$ cat src/rtl/immgen_pkg.sv
// Shared definitions for the registered immediate generator: format codes and major opcodes (instr[6:2]).
package immgen_pkg;

  typedef enum logic [2:0] {
    FMT_R    = 3'd0,
    FMT_I    = 3'd1,
    FMT_S    = 3'd2,
    FMT_B    = 3'd3,
    FMT_U    = 3'd4,
    FMT_J    = 3'd5,
    FMT_Z    = 3'd6,
    FMT_NONE = 3'd7
  } fmt_e;

  localparam logic [4:0] OPC_LOAD   = 5'b00000;
  localparam logic [4:0] OPC_OP_IMM = 5'b00100;
  localparam logic [4:0] OPC_AUIPC  = 5'b00101;
  localparam logic [4:0] OPC_STORE  = 5'b01000;
  localparam logic [4:0] OPC_OP     = 5'b01100;
  localparam logic [4:0] OPC_LUI    = 5'b01101;
  localparam logic [4:0] OPC_BRANCH = 5'b11000;
  localparam logic [4:0] OPC_JALR   = 5'b11001;
  localparam logic [4:0] OPC_JAL    = 5'b11011;
  localparam logic [4:0] OPC_SYSTEM = 5'b11100;

endpackage

$ cat src/rtl/immgen_if.sv
// Fetch-to-decode handshake bundle for immgen_pipe; slave is the pipe, master is the upstream/downstream side.
interface immgen_if #(
  parameter int unsigned XLEN = 32
) ();
  import immgen_pkg::*;

  logic            flush_i;
  logic            in_valid_i;
  logic            in_ready_o;
  logic [31:0]     instruction_i;
  logic [XLEN-1:0] pc_i;
  logic            out_valid_o;
  logic            out_ready_i;
  logic [XLEN-1:0] immediate_o;
  fmt_e            fmt_o;
  logic [XLEN-1:0] target_o;
  logic            illegal_o;

  modport master (
    output flush_i, in_valid_i, instruction_i, pc_i, out_ready_i,
    input  in_ready_o, out_valid_o, immediate_o, fmt_o, target_o, illegal_o
  );

  modport slave (
    input  flush_i, in_valid_i, instruction_i, pc_i, out_ready_i,
    output in_ready_o, out_valid_o, immediate_o, fmt_o, target_o, illegal_o
  );
endinterface

$ cat src/rtl/immgen_decode.sv
// Combinational RV32/RV64 immediate decoder: (instruction, pc) -> (imm, fmt, pc+imm, illegal).
// Optional IMMGEN_ZICSR_EN: SYSTEM decodes as FMT_Z with a zero-extended instr[19:15] immediate.
module immgen_decode
  import immgen_pkg::*;
#(
  parameter int unsigned XLEN = 32
) (
  input  logic [31:0]     instruction_i,
  input  logic [XLEN-1:0] pc_i,
  output logic [XLEN-1:0] imm_o,
  output fmt_e            fmt_o,
  output logic [XLEN-1:0] target_o,
  output logic            illegal_o
);

  logic [4:0]        opc;
  logic              s;
  logic signed [31:0] imm32;

  assign opc = instruction_i[6:2];
  assign s   = instruction_i[31];

  // Every format is first built as a signed 32-bit value, then sign-extended once to XLEN.
  always_comb begin
    imm32     = '0;
    fmt_o     = FMT_NONE;
    illegal_o = 1'b0;
    if (instruction_i[1:0] != 2'b11) begin
      illegal_o = 1'b1;
    end else begin
      case (opc)
        OPC_OP: fmt_o = FMT_R;
        OPC_LOAD, OPC_OP_IMM, OPC_JALR: begin
          fmt_o = FMT_I;
          imm32 = {{20{s}}, instruction_i[31:20]};
        end
        OPC_STORE: begin
          fmt_o = FMT_S;
          imm32 = {{20{s}}, instruction_i[31:25], instruction_i[11:7]};
        end
        OPC_BRANCH: begin
          fmt_o = FMT_B;
          imm32 = {{19{s}}, s, instruction_i[7], instruction_i[30:25],
                   instruction_i[11:8], 1'b0};
        end
        OPC_LUI, OPC_AUIPC: begin
          fmt_o = FMT_U;
          imm32 = {instruction_i[31:12], 12'h000};
        end
        OPC_JAL: begin
          fmt_o = FMT_J;
          imm32 = {{11{s}}, s, instruction_i[19:12], instruction_i[20],
                   instruction_i[30:21], 1'b0};
        end
`ifdef IMMGEN_ZICSR_EN
        OPC_SYSTEM: begin
          fmt_o = FMT_Z;
          imm32 = {27'd0, instruction_i[19:15]};
        end
`endif
        default: illegal_o = 1'b1;
      endcase
    end
  end

  assign imm_o    = XLEN'(imm32);
  assign target_o = pc_i + imm_o;

endmodule

$ cat src/rtl/immgen_pipe.sv
// Registered immediate generator with a 2-entry (main + skid) valid/ready buffer between fetch and decode.
// Build option IMMGEN_ZICSR_EN enables FMT_Z decoding of SYSTEM instructions (see immgen_decode).
module immgen_pipe
  import immgen_pkg::*;
#(
  parameter int unsigned XLEN = 32
) (
  input  logic     clk_i,
  input  logic     rst_ni,
  immgen_if.slave  bus
);

  typedef struct packed {
    logic [XLEN-1:0] imm;
    logic [XLEN-1:0] tgt;
    fmt_e            fmt;
    logic            ill;
  } entry_t;

  localparam entry_t ENTRY_RST = '{imm: '0, tgt: '0, fmt: FMT_NONE, ill: 1'b0};

  logic            main_valid_q, main_valid_d;
  logic            skid_valid_q, skid_valid_d;
  entry_t          main_q, main_d;
  entry_t          skid_q, skid_d;
  entry_t          dec;
  logic [XLEN-1:0] dec_imm, dec_tgt;
  fmt_e            dec_fmt;
  logic            dec_ill;
  logic            accept, emit;

  immgen_decode #(.XLEN(XLEN)) u_decode (
    .instruction_i (bus.instruction_i),
    .pc_i          (bus.pc_i),
    .imm_o         (dec_imm),
    .fmt_o         (dec_fmt),
    .target_o      (dec_tgt),
    .illegal_o     (dec_ill)
  );

  assign dec    = '{imm: dec_imm, tgt: dec_tgt, fmt: dec_fmt, ill: dec_ill};
  assign accept = bus.in_valid_i & ~skid_valid_q;
  assign emit   = main_valid_q & bus.out_ready_i;

  // Skid valid implies in_ready low, so a skid refill and a new accept never coincide.
  always_comb begin
    main_valid_d = main_valid_q;
    skid_valid_d = skid_valid_q;
    main_d       = main_q;
    skid_d       = skid_q;
    if (bus.flush_i) begin
      main_valid_d = 1'b0;
      skid_valid_d = 1'b0;
    end else if (!main_valid_q || emit) begin
      if (skid_valid_q) begin
        main_d       = skid_q;
        main_valid_d = 1'b1;
        skid_valid_d = 1'b0;
      end else if (accept) begin
        main_d       = dec;
        main_valid_d = 1'b1;
      end else begin
        main_valid_d = 1'b0;
      end
    end else if (accept) begin
      skid_d       = dec;
      skid_valid_d = 1'b1;
    end
  end

  always_ff @(posedge clk_i or negedge rst_ni) begin
    if (!rst_ni) begin
      main_valid_q <= 1'b0;
      skid_valid_q <= 1'b0;
      main_q       <= ENTRY_RST;
      skid_q       <= ENTRY_RST;
    end else begin
      main_valid_q <= main_valid_d;
      skid_valid_q <= skid_valid_d;
      main_q       <= main_d;
      skid_q       <= skid_d;
    end
  end

  assign bus.in_ready_o  = ~skid_valid_q;
  assign bus.out_valid_o = main_valid_q;
  assign bus.immediate_o = main_q.imm;
  assign bus.fmt_o       = main_q.fmt;
  assign bus.target_o    = main_q.tgt;
  assign bus.illegal_o   = main_q.ill;

endmodule
$ cat src/flat_wrapper.sv
// flat-port wrapper written by rule: the top's interface ports become plain ports
module immgen_pipe_flat import immgen_pkg::*;
#(
  parameter int unsigned XLEN = 32
)
  (clk_i, rst_ni, bus_flush_i, bus_in_valid_i, bus_instruction_i, bus_pc_i, bus_out_ready_i, bus_in_ready_o, bus_out_valid_o, bus_immediate_o, bus_fmt_o, bus_target_o, bus_illegal_o);
  immgen_if #(.XLEN(XLEN)) bus_i ();
  input  logic clk_i;
  input  logic rst_ni;
  input wire logic [$bits(bus_i.flush_i)-1:0] bus_flush_i;
  input wire logic [$bits(bus_i.in_valid_i)-1:0] bus_in_valid_i;
  input wire logic [$bits(bus_i.instruction_i)-1:0] bus_instruction_i;
  input wire logic [$bits(bus_i.pc_i)-1:0] bus_pc_i;
  input wire logic [$bits(bus_i.out_ready_i)-1:0] bus_out_ready_i;
  output wire logic [$bits(bus_i.in_ready_o)-1:0] bus_in_ready_o;
  output wire logic [$bits(bus_i.out_valid_o)-1:0] bus_out_valid_o;
  output wire logic [$bits(bus_i.immediate_o)-1:0] bus_immediate_o;
  output wire logic [$bits(bus_i.fmt_o)-1:0] bus_fmt_o;
  output wire logic [$bits(bus_i.target_o)-1:0] bus_target_o;
  output wire logic [$bits(bus_i.illegal_o)-1:0] bus_illegal_o;
  assign bus_i.flush_i = bus_flush_i;
  assign bus_i.in_valid_i = bus_in_valid_i;
  assign bus_i.instruction_i = bus_instruction_i;
  assign bus_i.pc_i = bus_pc_i;
  assign bus_i.out_ready_i = bus_out_ready_i;
  assign bus_in_ready_o = bus_i.in_ready_o;
  assign bus_out_valid_o = bus_i.out_valid_o;
  assign bus_immediate_o = bus_i.immediate_o;
  assign bus_fmt_o = bus_i.fmt_o;
  assign bus_target_o = bus_i.target_o;
  assign bus_illegal_o = bus_i.illegal_o;
  immgen_pipe #(.XLEN(XLEN)) u_core (.clk_i(clk_i), .rst_ni(rst_ni), .bus(bus_i));
endmodule
$ cat config.mk
export PLATFORM = sky130hd
export DESIGN_NAME = immgen_pipe_flat
export DESIGN_NICKNAME = d
export VERILOG_FILES = /design/src/rtl/immgen_pkg.sv /design/src/rtl/immgen_if.sv /design/src/rtl/immgen_decode.sv /design/src/rtl/immgen_pipe.sv /design/src/flat_wrapper.sv
export SDC_FILE = /design/constraint.sdc
export NUM_CORES = 1
export LEC_CHECK = 0
export ABC_AREA = 1
export CORE_MARGIN = 1
export CORE_UTILIZATION = 59
export DETAILED_ROUTE_END_ITERATION = 7
export HOLD_SLACK_MARGIN = 0.1
export PLACE_DENSITY = 0.9
export RECOVER_POWER = 50
export SETUP_SLACK_MARGIN = 0.15
export SYNTH_ARGS = -nofsm -noshare
export SYNTH_HDL_FRONTEND = slang
export SYNTH_HIERARCHICAL = 1
export SYNTH_SLANG_ARGS = --single-unit
$ cat constraint.sdc
create_clock -name clk_i -period 2.71 [get_ports clk_i]
set_input_delay 0.4065 -clock clk_i [delete_from_list [all_inputs] [get_ports clk_i]]
set_output_delay 0.4065 -clock clk_i [all_outputs]
set_load 0.05 [all_outputs]
==> results of run 1 <==
==> through the flow <==
stage | cells | cell area, um^2 | util, % | setup TNS [ns] | setup WS, ns
3_5_place_dp | 1814 | 11740 | 79.58 | -47.50 | -1.004
3_3_place_gp | 1814 | 11740 | 79.58 | -42.73 | -0.9453
2_1_floorplan | 1405 | 9155 | - | 0 | 0.02619
4_1_cts | 1872 | 13270 | 89.91 | 0 | 0.1201
==> timing repair <==
item	4_1_cts
endpoints found under the hold margin	60
pin swaps	71
hold buffers	1
gates resized for setup	188
endpoints found under the setup margin	61
setup buffers	25
==> logic make-up after synthesis <==
logic type	after synthesis
and+or+nand+nor	988
AOI/OAI and AO/OA	58
DFF	138
adders and majority gates	32
xor gates and xnor gates	17
buffers and inverters	172
==> layer usage <==
layer,track usage [%],overflow
met1,94.14,11
met2,143.3,1374
met3,78.08,17
met4,118.6,329
met5,35.91,5
==> summary.md, run 1 <==
| Metric | Value |
|---|---|
| Status | `aborted with a tool error` |
| Stop stage | `5_1_grt` |
| Tool error | `[ERROR GRT-0232] Routing congestion too high. Check the congestion heatmap in the GUI.` |
| Mux contribution to synthesized area | `0%` |
| Post-synthesis adder-cell area fraction | `4.495%` |
| Synth cell count leaders | `710 x nand2_1, 162 x nand3_1, 132 x dfrtp_1` |
| Die width | `126.0 um` |
| CTS Buffer Depth | `2` |
| Share of the synthesized area in the top cell type | `36.40%` |
| Yosys reg bits | `138` |
| Post-synth ARST share | `100.0%` |
| Gpl congestion | `0.9329` |
| Synth cell types | `35` |
| EDFF count, synth | `0` |
| GRT Util Overall | `106.1%` |
| Synth Area in Compound Gates | `3.998%` |
| CTS Buf Count | `17` |
| Syn Inst Count | `1405` |
| Post-Syn Area | `9075 um^2` |
| Cell row count | `44` |
| Starting density of the core | `61.51%` |
| IO Pins | `139` |
| Synth Flop Type | `dfrtp_1` |
| Root buffer cell | `clkbuf_16` |
| Worst endpoint type | `register input` |
| Main area contributors after synthesis | `dfrtp_1 36%, nand2_1 29%, nand3_1 8.9%` |
| Total grt overflow | `1736` |
| Largest net degree at the start of global routing | `69` |
| Avg Cell Area, Syn | `6.459 um^2` |
| YS warnings | `6` |
| Post-Synth Simple-Gate Area | `44.15%` |
| Count leader, synth | `nand2_1` |
| Die height | `126.0 um` |
| PortBufs | `138` |
| Largest family of logic cells by synthesized area | `simple AND/OR/NAND/NOR gates` |
| Grt repair worst endpoint | `u_core/bus.target_o[20]$_DFFE_PN0P_/D` |
| Cell taking the most area after synthesis | `dfrtp_1` |
| H-tree lvl count | `4` |
| Post-synth net total | `1506` |
| Sequential area share after synthesis | `38.14%` |
| Dpl hpwl | `21850 um` |
| Xor and xnor fraction of the mapped netlist area | `1.641%` |
| Clock Sinks | `138` |
==> run 2: changes to the inputs <==
--- a/config.mk
+++ b/config.mk
@@ -7,12 +7,10 @@
 export LEC_CHECK = 0
 export ABC_AREA = 1
 export CORE_MARGIN = 1
-export CORE_UTILIZATION = 59
+export CORE_UTILIZATION = 40
 export DETAILED_ROUTE_END_ITERATION = 7
-export HOLD_SLACK_MARGIN = 0.1
-export PLACE_DENSITY = 0.9
+export PLACE_DENSITY_LB_ADDON = 0.15
 export RECOVER_POWER = 50
-export SETUP_SLACK_MARGIN = 0.15
 export SYNTH_ARGS = -nofsm -noshare
 export SYNTH_HDL_FRONTEND = slang
 export SYNTH_HIERARCHICAL = 1
==> summary.md, run 2 <==
| Metric | Value |
|---|---|
| Status | `complete, but fails checks (was aborted with a tool error)` |
| Failing checks | `DRC` |
| CTS tree | `built` |
| # placed instances | `1906 (was 1814)` |
| Antenna diodes | `0` |
| Die height | `152.6 um (was 126.0 um)` |
| Setup crit start | `bus_instruction_i[5]` |
| Initial antenna violation count | `0` |
| WP data required | `3.03 ns` |
| DRT Wirelength | `30730 um` |
| Die area | `23290 um^2` |
| Unrepaired setup endpoints after global routing | `true` |
| Max cap viols | `0` |
| Hold Path Cell Cnt | `2` |
| Dpl hpwl | `21090 um (was 21850 um)` |
| Share of the synthesized area in the top cell type | `36.40% (unchanged)` |
| Core Region | `22030 um^2` |
| Avg Cell Area, Syn | `6.459 um^2 (unchanged)` |
| R2R Path End | `u_core/skid_q[60]` |
| Reg-to-reg setup timing slack | `0.84 ns` |
| Synth cell types | `35 (unchanged)` |
| GRT Util Overall | `26.51%` |
| LEAKAGE | `7.231 nW` |
| Startpoint types | `input pin` |
| First-pass GRT wire length | `48920 um` |
| CTS Buffer Depth | `2 (unchanged)` |
| VDD IR max | `0.3899 mV` |
| # DRC | `7` |
| Slew at the pin closest to its max-slew limit | `1.489 ns` |
| Cell taking the most area after synthesis | `dfrtp_1 (unchanged)` |
| Commonest cells after routing, fill and taps aside | `653 x nand2_1, 151 x nand3_1, 147 x buf_4` |
| Min-delay worst type | `reg2reg` |
| Sequential area share after synthesis | `38.14% (unchanged)` |
| CTS Buf Count | `17 (unchanged)` |
| DRT antenna net count | `0` |
| Share of cells above drive strength 1 | `24.36%` |
| EDFF count, synth | `0 (unchanged)` |
| Root buffer cell | `clkbuf_16 (unchanged)` |
| Max reg flops | `68` |
| Yosys reg bits | `138 (unchanged)` |
| Clk_lat worst skew | `0.42 ns` |
| Gpl congestion | `0.9160 (was 0.9329)` |
| Hold_ws | `0.4639 ns` |
| Post-Syn Area | `9075 um^2 (unchanged)` |
| Cell row count | `54 (was 44)` |
| Post-synth net total | `1506 (unchanged)` |
| Main area contributors after synthesis | `dfrtp_1 36%, nand2_1 29%, nand3_1 8.9% (unchanged)` |
| Vias in the first global route | `9183` |
| Crit path to | `u_core/skid_q[24]` |
| Most flops, register | `u_core/skid_q` |
| Fin worst setup slack | `0.005902 ns` |
| Filler instances | `2033` |
| TNS Setup | `0 ns` |
| H-tree lvl count | `4 (unchanged)` |
| Placement Setup Slack | `-0.9646 ns (was -1.004 ns)` |
| IO Pins | `139 (unchanged)` |
| Syn Inst Count | `1405 (unchanged)` |
| Synth Flop Type | `dfrtp_1 (unchanged)` |
| Commonest non-fill, non-tap cell in the layout | `nand2_1` |
| Peak Freq | `0.3698 GHz` |
| Crit-path max FO | `6` |
| Minimum clock period | `2.704 ns` |
| Non-Filler Instances | `1967` |
| Post-synth ARST share | `100.0% (unchanged)` |
| PortBufs | `138 (unchanged)` |
| Via count | `9750` |
| Slew HR | `0.7373%` |
| Synth cell count leaders | `710 x nand2_1, 162 x nand3_1, 132 x dfrtp_1 (unchanged)` |
| CP endpoint kind | `register` |
| Vias/cell | `4.957` |
| DRT iter0 DRCs | `595` |
| Total grt overflow | `0` |
| R2R Path Start | `u_core/skid_valid_q` |
| Largest net degree at the start of global routing | `69` |
| Worst Skew | `0.01107 ns` |
| Starting density of the core | `41.20% (was 61.51%)` |
| YS warnings | `6 (unchanged)` |
| Period utilisation layout | `99.78%` |
| Drt pass-1 iters | `7` |
| Area growth syn-to-layout | `49.11%` |
| CP Data Arrival Time | `3.02 ns` |
| Sequential standard cell area | `3462 um^2` |
| CP Class | `in2reg` |
| Final Max Tran Viols | `0` |
| Nets | `1775` |
| Clock slew at reported path FFs | `0.06 ns` |
| Depth of the worst register-to-register path | `4` |
| Endpoints failing setup | `0` |
| Die width | `152.6 um (was 126.0 um)` |
| Area occupied by multi-input gates | `5813 um^2` |
| Wire length per cell | `15.62 um` |
| Final Hold Viols | `0` |
| P per Cell Area | `501.0 nW/um^2` |
| Count leader, synth | `nand2_1 (unchanged)` |
| Clock Sinks | `138 (unchanged)` |
-- run 2: cell counts after synthesis --
Identical to the previous run, type by type.
-- run 2: cells by family (layout without fill, tap and decap cells) --
| logic type | Yosys count | in the layout | synth area share [%] |
|---|---|---|---|
| XOR/XNOR | 17 | 17 | 1.641 |
| adder cells (fa/ha/maj) | 32 | 32 | 4.495 |
| buffers and inverters | 172 | 454 | 7.583 |
| flip-flops | 138 | 138 | 38.14 |
| AND/OR/NAND/NOR | 988 | 988 | 44.15 |
| AO/OA/AOI/OAI | 58 | 58 | 3.998 |
-- run 2: per-layer routing --
layer  global-route usage, %  routed length, um  vias to the layer above
li1                        -                  -                     4900
met5                       0                  0                        -
met4                   9.043                788                        0
met1                   36.49              13870                     4539
met3                   4.266               1548                       39
met2                   42.27              14520                      272
-- run 2: layout make-up --
| type | instances | share of cell area [%] |
|---|---|---|
| multi-input cells | 1095 | 42.96 |
| inverters | 111 | 3.172 |
| repair buffers | 311 | 21.11 |
| clock inverters | 12 | 1.211 |
| well taps | 280 | 2.589 |
| clock buffers | 20 | 3.375 |
| flip-flops and latches | 138 | 25.58 |
-- run 2: metrics by stage --
stage                     cell area (um^2)  total power [mW]  utilization [%]
after floorplan                       9110             3.455                -
after global placement               11790             4.158            53.51
after detailed placement             11790             4.178            53.51
after CTS                            12860             6.744            58.40
after global routing                 13530             7.096            61.43
final                                13530             6.779            61.43
-- run 2: worst max-delay path: stages --
cell	delay, ns
buf_6	0.10
buf_6	0.12
inv_6	0.05
nor2_4	0.03
nand2_4	0.09
inv_6	0.05
buf_12	0.12
nor2_8	0.13
buf_12	0.13
nor2_2	0.05
ha_1	0.34
nand2_1	0.11
buf_4	0.16
nor2_1	0.20
nand3_2	0.13
nand3b_1	0.23
nand2_1	0.13
nand3_1	0.11
nand2_1	0.07
buf_4	0.13
nand3_2	0.05
nand2_1	0.05
-- run 2: timing repair --
| action | CTS | global route |
|---|---|---|
| hold endpoints to repair | 48 | 0 |
| setup buffers | 13 | 15 |
| hold buffers | 1 | 0 |
| setup endpoints to repair | 56 | 49 |
| resized for setup | 106 | 132 |
| pin swaps | 42 | 82 |
-- run 2: how the worst min path moves through the flow --
stage	startpoint	end
2_1_floorplan	rst_ni	u_core/bus.illegal_o
3_3_place_gp	rst_ni	u_core/bus.target_o[6]
3_5_place_dp	rst_ni	u_core/bus.target_o[6]
4_1_cts	u_core/skid_q[2]	u_core/skid_q[2]
5_1_grt	u_core/skid_q[2]	u_core/skid_q[2]
6_report	u_core/skid_q[2]	u_core/skid_q[2]
-- run 2: power by group --
group | internal [mW] | switching, mW
Combinational | 0.702 | 1.13
Sequential | 2.33 | 0.136
Clock | 1.51 | 0.971
(Power assumes the default switching activity.)
==> run 3: changes to the inputs <==
--- a/config.mk
+++ b/config.mk
@@ -5,7 +5,6 @@
 export SDC_FILE = /design/constraint.sdc
 export NUM_CORES = 1
 export LEC_CHECK = 0
-export ABC_AREA = 1
 export CORE_MARGIN = 1
 export CORE_UTILIZATION = 40
 export DETAILED_ROUTE_END_ITERATION = 7
==> summary.md, run 3 <==
| Metric | Value |
|---|---|
| Slew at the pin closest to its max-slew limit | `2.037 ns (was 1.489 ns)` |
| Drt pass-1 iters | `5 (was 7)` |
| Internal | `4.664 mW (was 4.543 mW)` |
| Filler instances | `1468 (was 2033)` |
| Die area | `21240 um^2 (was 23290 um^2)` |
| Hold Path Cell Cnt | `1 (was 2)` |
| # DRC | `0 (was 7)` |
| DRT iter0 DRCs | `292 (was 595)` |
| TNS Setup | `-24.70 ns (was 0 ns)` |
| Switching power | `2.040 mW (was 2.236 mW)` |
| Core Region | `20230 um^2 (was 22030 um^2)` |
| Slowest CP cell | `or3_4 (was ha_1)` |
| DRT Wirelength | `25380 um (was 30730 um)` |
| P per Cell Area | `505.4 nW/um^2 (was 501.0 nW/um^2)` |
| Synth cell types | `65 (was 35)` |
| Critical path's top delay family | `compound AO/OA/AOI/OAI gates (was simple AND/OR/NAND/NOR gates)` |
| Worst Skew | `0.01228 ns (was 0.01107 ns)` |
| Total grt overflow | `0 (unchanged)` |
| PortBufs | `138 (unchanged)` |
| Root buffer cell | `clkbuf_16 (unchanged)` |
| Die height | `145.7 um (was 152.6 um)` |
| Via count | `6893 (was 9750)` |
| Wire length per cell | `19.46 um (was 15.62 um)` |
| Max reg flops | `68 (unchanged)` |
| Status | `complete, but fails checks (unchanged)` |
| Met3 Use GR | `4.013% (was 4.266%)` |
| Switch share | `30.43% (was 32.98%)` |
| Period utilisation layout | `130.2% (was 99.78%)` |
| Antenna diodes | `0 (unchanged)` |
| Post-Syn Area | `8263 um^2 (was 9075 um^2)` |
| Comb power frac | `26.7% (was 27.0%)` |
| Cells along the critical path | `buf_8, or3_4, a21oi_4, a22oi_2, nor2_2, ha_2, inv_2, fa_2, and2b_2, o31ai_4, a211oi_2, o21ai_2, a31oi_4, a31oi_4, xnor2_2, mux2_4, mux2_4 (was buf_6, buf_6, inv_6, nor2_4, nand2_4, inv_6, buf_12, nor2_8, buf_12, nor2_2, ha_1, nand2_1, buf_4, nor2_1, nand3_2, nand3b_1, nand2_1, nand3_1, nand2_1, buf_4, nand3_2, nand2_1)` |
| Area growth syn-to-layout | `60.52% (was 49.11%)` |
| Clock slew at reported path FFs | `0.06 ns (about the same)` |
| CTS tree | `built (unchanged)` |
| VDD IR max | `0.4496 mV (was 0.3899 mV)` |
| Min-delay worst type | `reg2reg (unchanged)` |
| Fin worst setup slack | `-0.8177 ns (was 0.005902 ns)` |
| Dpl hpwl | `17210 um (was 21090 um)` |
| Avg Cell Area, Syn | `11.96 um^2 (was 6.459 um^2)` |
| GRT met1 Usage | `29.72% (was 36.49%)` |
| YS warnings | `6 (unchanged)` |
| Final Max Tran Viols | `77 (was 0)` |
| Crit-path max FO | `3 (was 6)` |
| Cell row count | `52 (was 54)` |
| CTS Buffer Depth | `2 (unchanged)` |
| Failing checks | `capacitance limit, slew limit, setup timing (was DRC)` |
| Main area contributors after synthesis | `dfrtp_1 40%, mux2_2 24%, ha_1 4.7% (was dfrtp_1 36%, nand2_1 29%, nand3_1 8.9%)` |
| Post-synth ARST share | `100.0% (unchanged)` |
| CP Data Arrival Time | `3.84 ns (was 3.02 ns)` |
| CP endpoint kind | `register (unchanged)` |
| Slew HR | `-35.81% (was 0.7373%)` |
| Layer with the highest usage | `met2 (unchanged)` |
| LEAKAGE | `5.992 nW (was 7.231 nW)` |
| Initial antenna violation count | `0 (unchanged)` |
| EDFF count, synth | `0 (unchanged)` |
| WP data required | `3.02 ns (was 3.03 ns)` |
| CTS Buf Count | `17 (unchanged)` |
| End-of-flow core utilization | `65.55% (was 61.43%)` |
| Commonest non-fill, non-tap cell in the layout | `buf_4 (was nand2_1)` |
| Hold_ws | `0.4870 ns (was 0.4639 ns)` |
| Clk_lat worst skew | `0.43 ns (was 0.42 ns)` |
| Starting density of the core | `40.84% (was 41.20%)` |
| Cell taking the most area after synthesis | `dfrtp_1 (unchanged)` |
| Vias/cell | `5.286 (was 4.957)` |
| Unrepaired setup endpoints after global routing | `true (unchanged)` |
| Nets | `1122 (was 1775)` |
| CP Class | `in2reg (unchanged)` |
| Gpl congestion | `0.9243 (was 0.9160)` |
| Buffers & Inverters on Critical Path | `2 (was 8)` |
| Design Power | `6.704 mW (was 6.779 mW)` |
| Final Hold Viols | `0 (unchanged)` |
| Sequential area share after synthesis | `41.88% (was 38.14%)` |
| Placed cell areas | `11100 um^2 (was 11790 um^2)` |
| Commonest cells after routing, fill and taps aside | `164 x buf_4, 134 x mux2_2, 132 x dfrtp_1 (was 653 x nand2_1, 151 x nand3_1, 147 x buf_4)` |
| Startpoint types | `input pin (unchanged)` |
| # placed instances | `1220 (was 1906)` |
| Synth Flop Type | `dfrtp_1 (unchanged)` |
| Largest net degree at the start of global routing | `77 (was 69)` |
| Yosys reg bits | `138 (unchanged)` |
| Syn Inst Count | `691 (was 1405)` |
| Post-synth net total | `792 (was 1506)` |
| Endpoints failing setup | `50 (was 0)` |
| Synth cell count leaders | `173 x mux2_2, 132 x dfrtp_1, 45 x a21oi_1 (was 710 x nand2_1, 162 x nand3_1, 132 x dfrtp_1)` |
| Clock Power Share | `36.1% (was 36.6%)` |
| Fin area | `13260 um^2 (was 13530 um^2)` |
| Share of the synthesized area in the top cell type | `39.98% (was 36.40%)` |
| Minimum clock period | `3.528 ns (was 2.704 ns)` |
| DRT antenna net count | `0 (unchanged)` |
| Clock Sinks | `138 (unchanged)` |
| IO Pins | `139 (unchanged)` |
| H-tree lvl count | `4 (unchanged)` |
| Count leader, synth | `mux2_2 (was nand2_1)` |
| Die width | `145.7 um (was 152.6 um)` |
| Max cap viols | `1 (was 0)` |
| Depth of the worst register-to-register path | `4 (unchanged)` |
| Placement Setup Slack | `-1.795 ns (was -0.9646 ns)` |
| Most flops, register | `u_core/skid_q (unchanged)` |
| Share of cells above drive strength 1 | `56.67% (was 24.36%)` |
| Met2 Resource Use GR | `41.20% (was 42.27%)` |
| Flop pwr share | `37.2% (was 36.4%)` |
| Non-Filler Instances | `1304 (was 1967)` |
| GRT Util Overall | `23.75% (was 26.51%)` |
| Peak Freq | `0.2835 GHz (was 0.3698 GHz)` |
| Critical Path Max Stage Delay | `0.39 ns (was 0.34 ns)` |
| First-pass GRT wire length | `39390 um (was 48920 um)` |
| Levels on crit path | `17 (was 22)` |
| Vias in the first global route | `7381 (was 9183)` |
[run 3: what timing repair did]
action	in CTS	in global routing
setup buffers	39	21
endpoints found under the hold margin	0	0
pin swaps	63	43
endpoints found under the setup margin	59	54
hold buffers	0	0
gates resized for setup	172	98
[run 3: per-layer routing]
| metal | wire (um) | up-vias |
|---|---|---|
| li1 | - | 3205 |
| met1 | 10900 | 3479 |
| met2 | 12960 | 167 |
| met3 | 937 | 42 |
| met4 | 581 | 0 |
| met5 | 0 | - |
[run 3: final cells by class]
type                    count  area (um^2)  share of cell area (%)
multi-input cells         509         5685                   42.86
inverters                  11        41.29                  0.3113
clock inverters            13        166.4                   1.255
clock buffers              19        432.9                   3.264
well taps                 270        337.8                   2.547
flip-flops and latches    138         3461                   26.09
repair buffers            344         3139                   23.67
[run 3: path summary, 6_finish.rpt]
check                                     startpoint                         end  slack, ns
worst max-delay path            bus_instruction_i[6]     u_core/bus.target_o[26]      -0.82
worst min-delay path               u_core/skid_q[49]           u_core/skid_q[49]       0.49
worst max register to register   u_core/skid_valid_q           u_core/skid_q[24]       0.32
worst min register to register     u_core/skid_q[49]           u_core/skid_q[49]       0.49
max in group asynchronous                     rst_ni           u_core/skid_q[41]       0.53
min in group asynchronous                     rst_ni  u_core/bus.immediate_o[18]       0.53
[run 3: worst register-to-register path: stages (launching register included)]
cell     delay, ns
dfrtp_1       0.52
nor2_1        0.17
nand3_1       0.75
buf_12        0.49
mux2_4        0.34
[run 3: kinds of logic after synthesis]
kind of cell    Yosys count  synth area share (%)
compound gates          139                 11.71
simple gates            104                 6.663
flops                   138                 41.88
mux                     205                 28.83
buf+inv                  44                 2.907
xor+xnor                 29                 3.074
fa+ha+maj                32                 4.936
[run 3: power groups by stage]
stage                     clock, mW  combinational (mW)  sequential [mW]
after floorplan                   0               0.539             2.90
after global placement            0                1.54             2.50
after detailed placement          0                1.57             2.52
after CTS                      2.45                1.71             2.49
after global routing           2.55                1.88             2.53
final                          2.42                1.79             2.49
==> run 4: changes to the inputs <==
==> constraint.sdc (replaced) <==
create_clock -name clk_i -period 4.5 [get_ports clk_i]
set_input_delay 0.675 -clock clk_i [delete_from_list [all_inputs] [get_ports clk_i]]
set_output_delay 0.675 -clock clk_i [all_outputs]
set_load 0.05 [all_outputs]
==> summary.md, run 4 (synthesized netlist as in run 3, its figures left out) <==
| Metric | Value |
|---|---|
| Worst Skew | `0.007042 ns (was 0.01228 ns)` |
| Final Max Tran Viols | `105 (was 77)` |
| Share of cells above drive strength 1 | `38.58% (was 56.67%)` |
| Commonest non-fill, non-tap cell in the layout | `mux2_2 (was buf_4)` |
| DRT Wirelength | `21840 um (was 25380 um)` |
| CP Class | `in2reg (unchanged)` |
| Failing checks | `capacitance limit, slew limit (was capacitance limit, slew limit, setup timing)` |
| Slew HR | `-41.54% (was -35.81%)` |
| Vias in the first global route | `6726 (was 7381)` |
| Crit-path max FO | `5 (was 3)` |
| GRT Util Overall | `21.49% (was 23.75%)` |
| Nets | `1029 (was 1122)` |
| Reg-to-reg setup timing slack | `1.01 ns (was 0.32 ns)` |
| Most flops, register | `u_core/skid_q (unchanged)` |
| End-of-flow core utilization | `55.92% (was 65.55%)` |
| Fin worst setup slack | `0.2057 ns (was -0.8177 ns)` |
| Period utilisation layout | `95.43%` |
| Top layer in use | `met4 (unchanged)` |
| Largest net degree at the start of global routing | `78 (was 77)` |
| Die height | `145.7 um (unchanged)` |
| Placement Setup Slack | `-0.4038 ns (was -1.795 ns)` |
| R2R Path End | `u_core/skid_q[51] (was u_core/skid_q[24])` |
| Die area | `21240 um^2 (unchanged)` |
| Dpl hpwl | `16190 um (was 17210 um)` |
| PortBufs | `138 (unchanged)` |
| CTS tree | `built (unchanged)` |
| Status | `complete, but fails checks (unchanged)` |
| Commonest cells after routing, fill and taps aside | `172 x mux2_2, 131 x dfrtp_1, 115 x clkdlybuf4s50_1 (was 164 x buf_4, 134 x mux2_2, 132 x dfrtp_1)` |
| Routed wl met2 | `10250 um (was 12960 um)` |
| Vias/cell | `5.226 (was 5.286)` |
| Min-delay worst type | `in2async (was reg2reg)` |
| CTS Buf Count | `17 (unchanged)` |
| Endpoints failing setup | `0 (was 50)` |
| Depth of the worst register-to-register path | `4 (unchanged)` |
| Starting density of the core | `40.84% (unchanged)` |
| DRT iter0 DRCs | `246 (was 292)` |
| DRT antenna net count | `0 (unchanged)` |
| R2R Path Start | `u_core/bus.out_valid_o (was u_core/skid_valid_q)` |
| Root buffer cell | `clkbuf_16 (unchanged)` |
| LEAKAGE | `5.172 nW (was 5.992 nW)` |
| Unrepaired setup endpoints after global routing | `false (was true)` |
| Met3 Wirelength | `1002 um (was 937 um)` |
| Post-CTS Setup Inserts | `0 (was 39)` |
| Drt pass-1 iters | `5 (unchanged)` |
| Core Region | `20230 um^2 (unchanged)` |
| Slew at the pin closest to its max-slew limit | `2.117 ns (was 2.037 ns)` |
| WP data required | `4.80 ns (was 3.02 ns)` |
| IO Pins | `139 (unchanged)` |
| CTS Buffer Depth | `2 (unchanged)` |
| Clock slew at reported path FFs | `0.06 ns (about the same)` |
| VDD IR max | `0.2496 mV (was 0.4496 mV)` |
| Cell row count | `52 (unchanged)` |
| Final Hold Viols | `0 (unchanged)` |
| Max reg flops | `68 (unchanged)` |
| Gpl congestion | `0.8936 (was 0.9243)` |
| Clk_lat worst skew | `0.42 ns (was 0.43 ns)` |
| # DRC | `0 (unchanged)` |
| Peak Freq | `0.2329 GHz` |
| Wire length per cell | `18.04 um (was 19.46 um)` |
| Filler instances | `1719 (was 1468)` |
| Cts-stage hold buffer count | `0 (unchanged)` |
| Total grt overflow | `0 (unchanged)` |
| Antenna diodes | `0 (unchanged)` |
| CP endpoint kind | `register (unchanged)` |
| Initial antenna violation count | `0 (unchanged)` |
| Clock Sinks | `138 (unchanged)` |
| CP Data Arrival Time | `4.59 ns (was 3.84 ns)` |
| Die width | `145.7 um (unchanged)` |
| Hold_ws | `0.2832 ns (was 0.4870 ns)` |
| DRT met1 WL | `9973 um (was 10900 um)` |
| Max cap viols | `3 (was 1)` |
| H-tree lvl count | `4 (unchanged)` |
| Via count | `6329 (was 6893)` |
| Minimum clock period | `4.294 ns` |
| Area growth syn-to-layout | `36.95% (was 60.52%)` |
| Startpoint types | `input pin (unchanged)` |
| First-pass GRT wire length | `35690 um (was 39390 um)` |
| Post-CTS sizing | `0 (was 172)` |
| P per Cell Area | `347.8 nW/um^2 (was 505.4 nW/um^2)` |
-- run 4: cell types whose count changed in the layout (fill, tap and decap cells not counted), moves of 15 or more --
cell	delta
a21oi_1	+28
a21oi_2	-19
buf_4	-53
buf_6	-31
clkdlybuf4s50_1	-15
dlygate4sd3_1	+19
ha_1	+16
mux2_2	+38
mux2_4	-42
-- run 4: power breakdown --
group / internal (mW) / switching (mW)
Clock: 1.00 / 0.541
Combinational: 0.401 / 0.500
Sequential: 1.41 / 0.0812
-- run 4: cell type report --
cell class	instances	area, um^2	area share, %
multi-input combinational	509	4598	40.63
sequential	138	3462	30.59
timing repair buffer	251	2231	19.71
clock buffer	21	450.4	3.981
tap	270	337.8	2.985
clock inverter	11	195.2	1.725
inverter	11	41.29	0.3649
-- run 4: critical path, cell delays in order --
cell	delay, ns
clkdlybuf4s50_1	0.50
buf_4	0.18
nor3b_4	0.21
nor2b_2	0.19
a22oi_1	0.09
nor2_2	0.15
ha_1	0.20
inv_1	0.07
fa_1	0.39
and2b_1	0.23
o31ai_2	0.09
a211oi_1	0.34
o21ai_2	0.16
a31oi_4	0.26
a31oi_1	0.14
xnor2_1	0.15
mux2_2	0.26
mux2_1	0.29
-- run 4: stage by stage --
step                cells  total power, mW  cell area, um^2  TNS (ns)
floorplan             691            2.059             8263         0
global placement     1179            2.404            10650    -2.075
detailed placement   1179            2.428            10650    -4.776
CTS                  1211            3.990            11290         0
global route         1211            4.107            11320         0
finish               1211            3.936            11320         0
-- run 4: how the worst max path moves through the flow --
stage,from,end,cells past startpoint
4_1_cts,bus_instruction_i[5],u_core/bus.target_o[30],18
2_1_floorplan,bus_instruction_i[2],u_core/bus.target_o[28],18
3_5_place_dp,bus_instruction_i[5],u_core/bus.target_o[30],18
6_report,bus_instruction_i[3],u_core/bus.target_o[30],18
5_1_grt,bus_instruction_i[4],u_core/bus.target_o[29],16
3_3_place_gp,bus_instruction_i[6],u_core/bus.target_o[29],15
-- run 4: per-layer routing --
metal | vias to the layer above | global-route usage [%]
met5 | - | 0
met4 | 0 | 8.053
met3 | 44 | 4.483
met2 | 167 | 34.78
met1 | 3098 | 28.30
li1 | 3020 | -
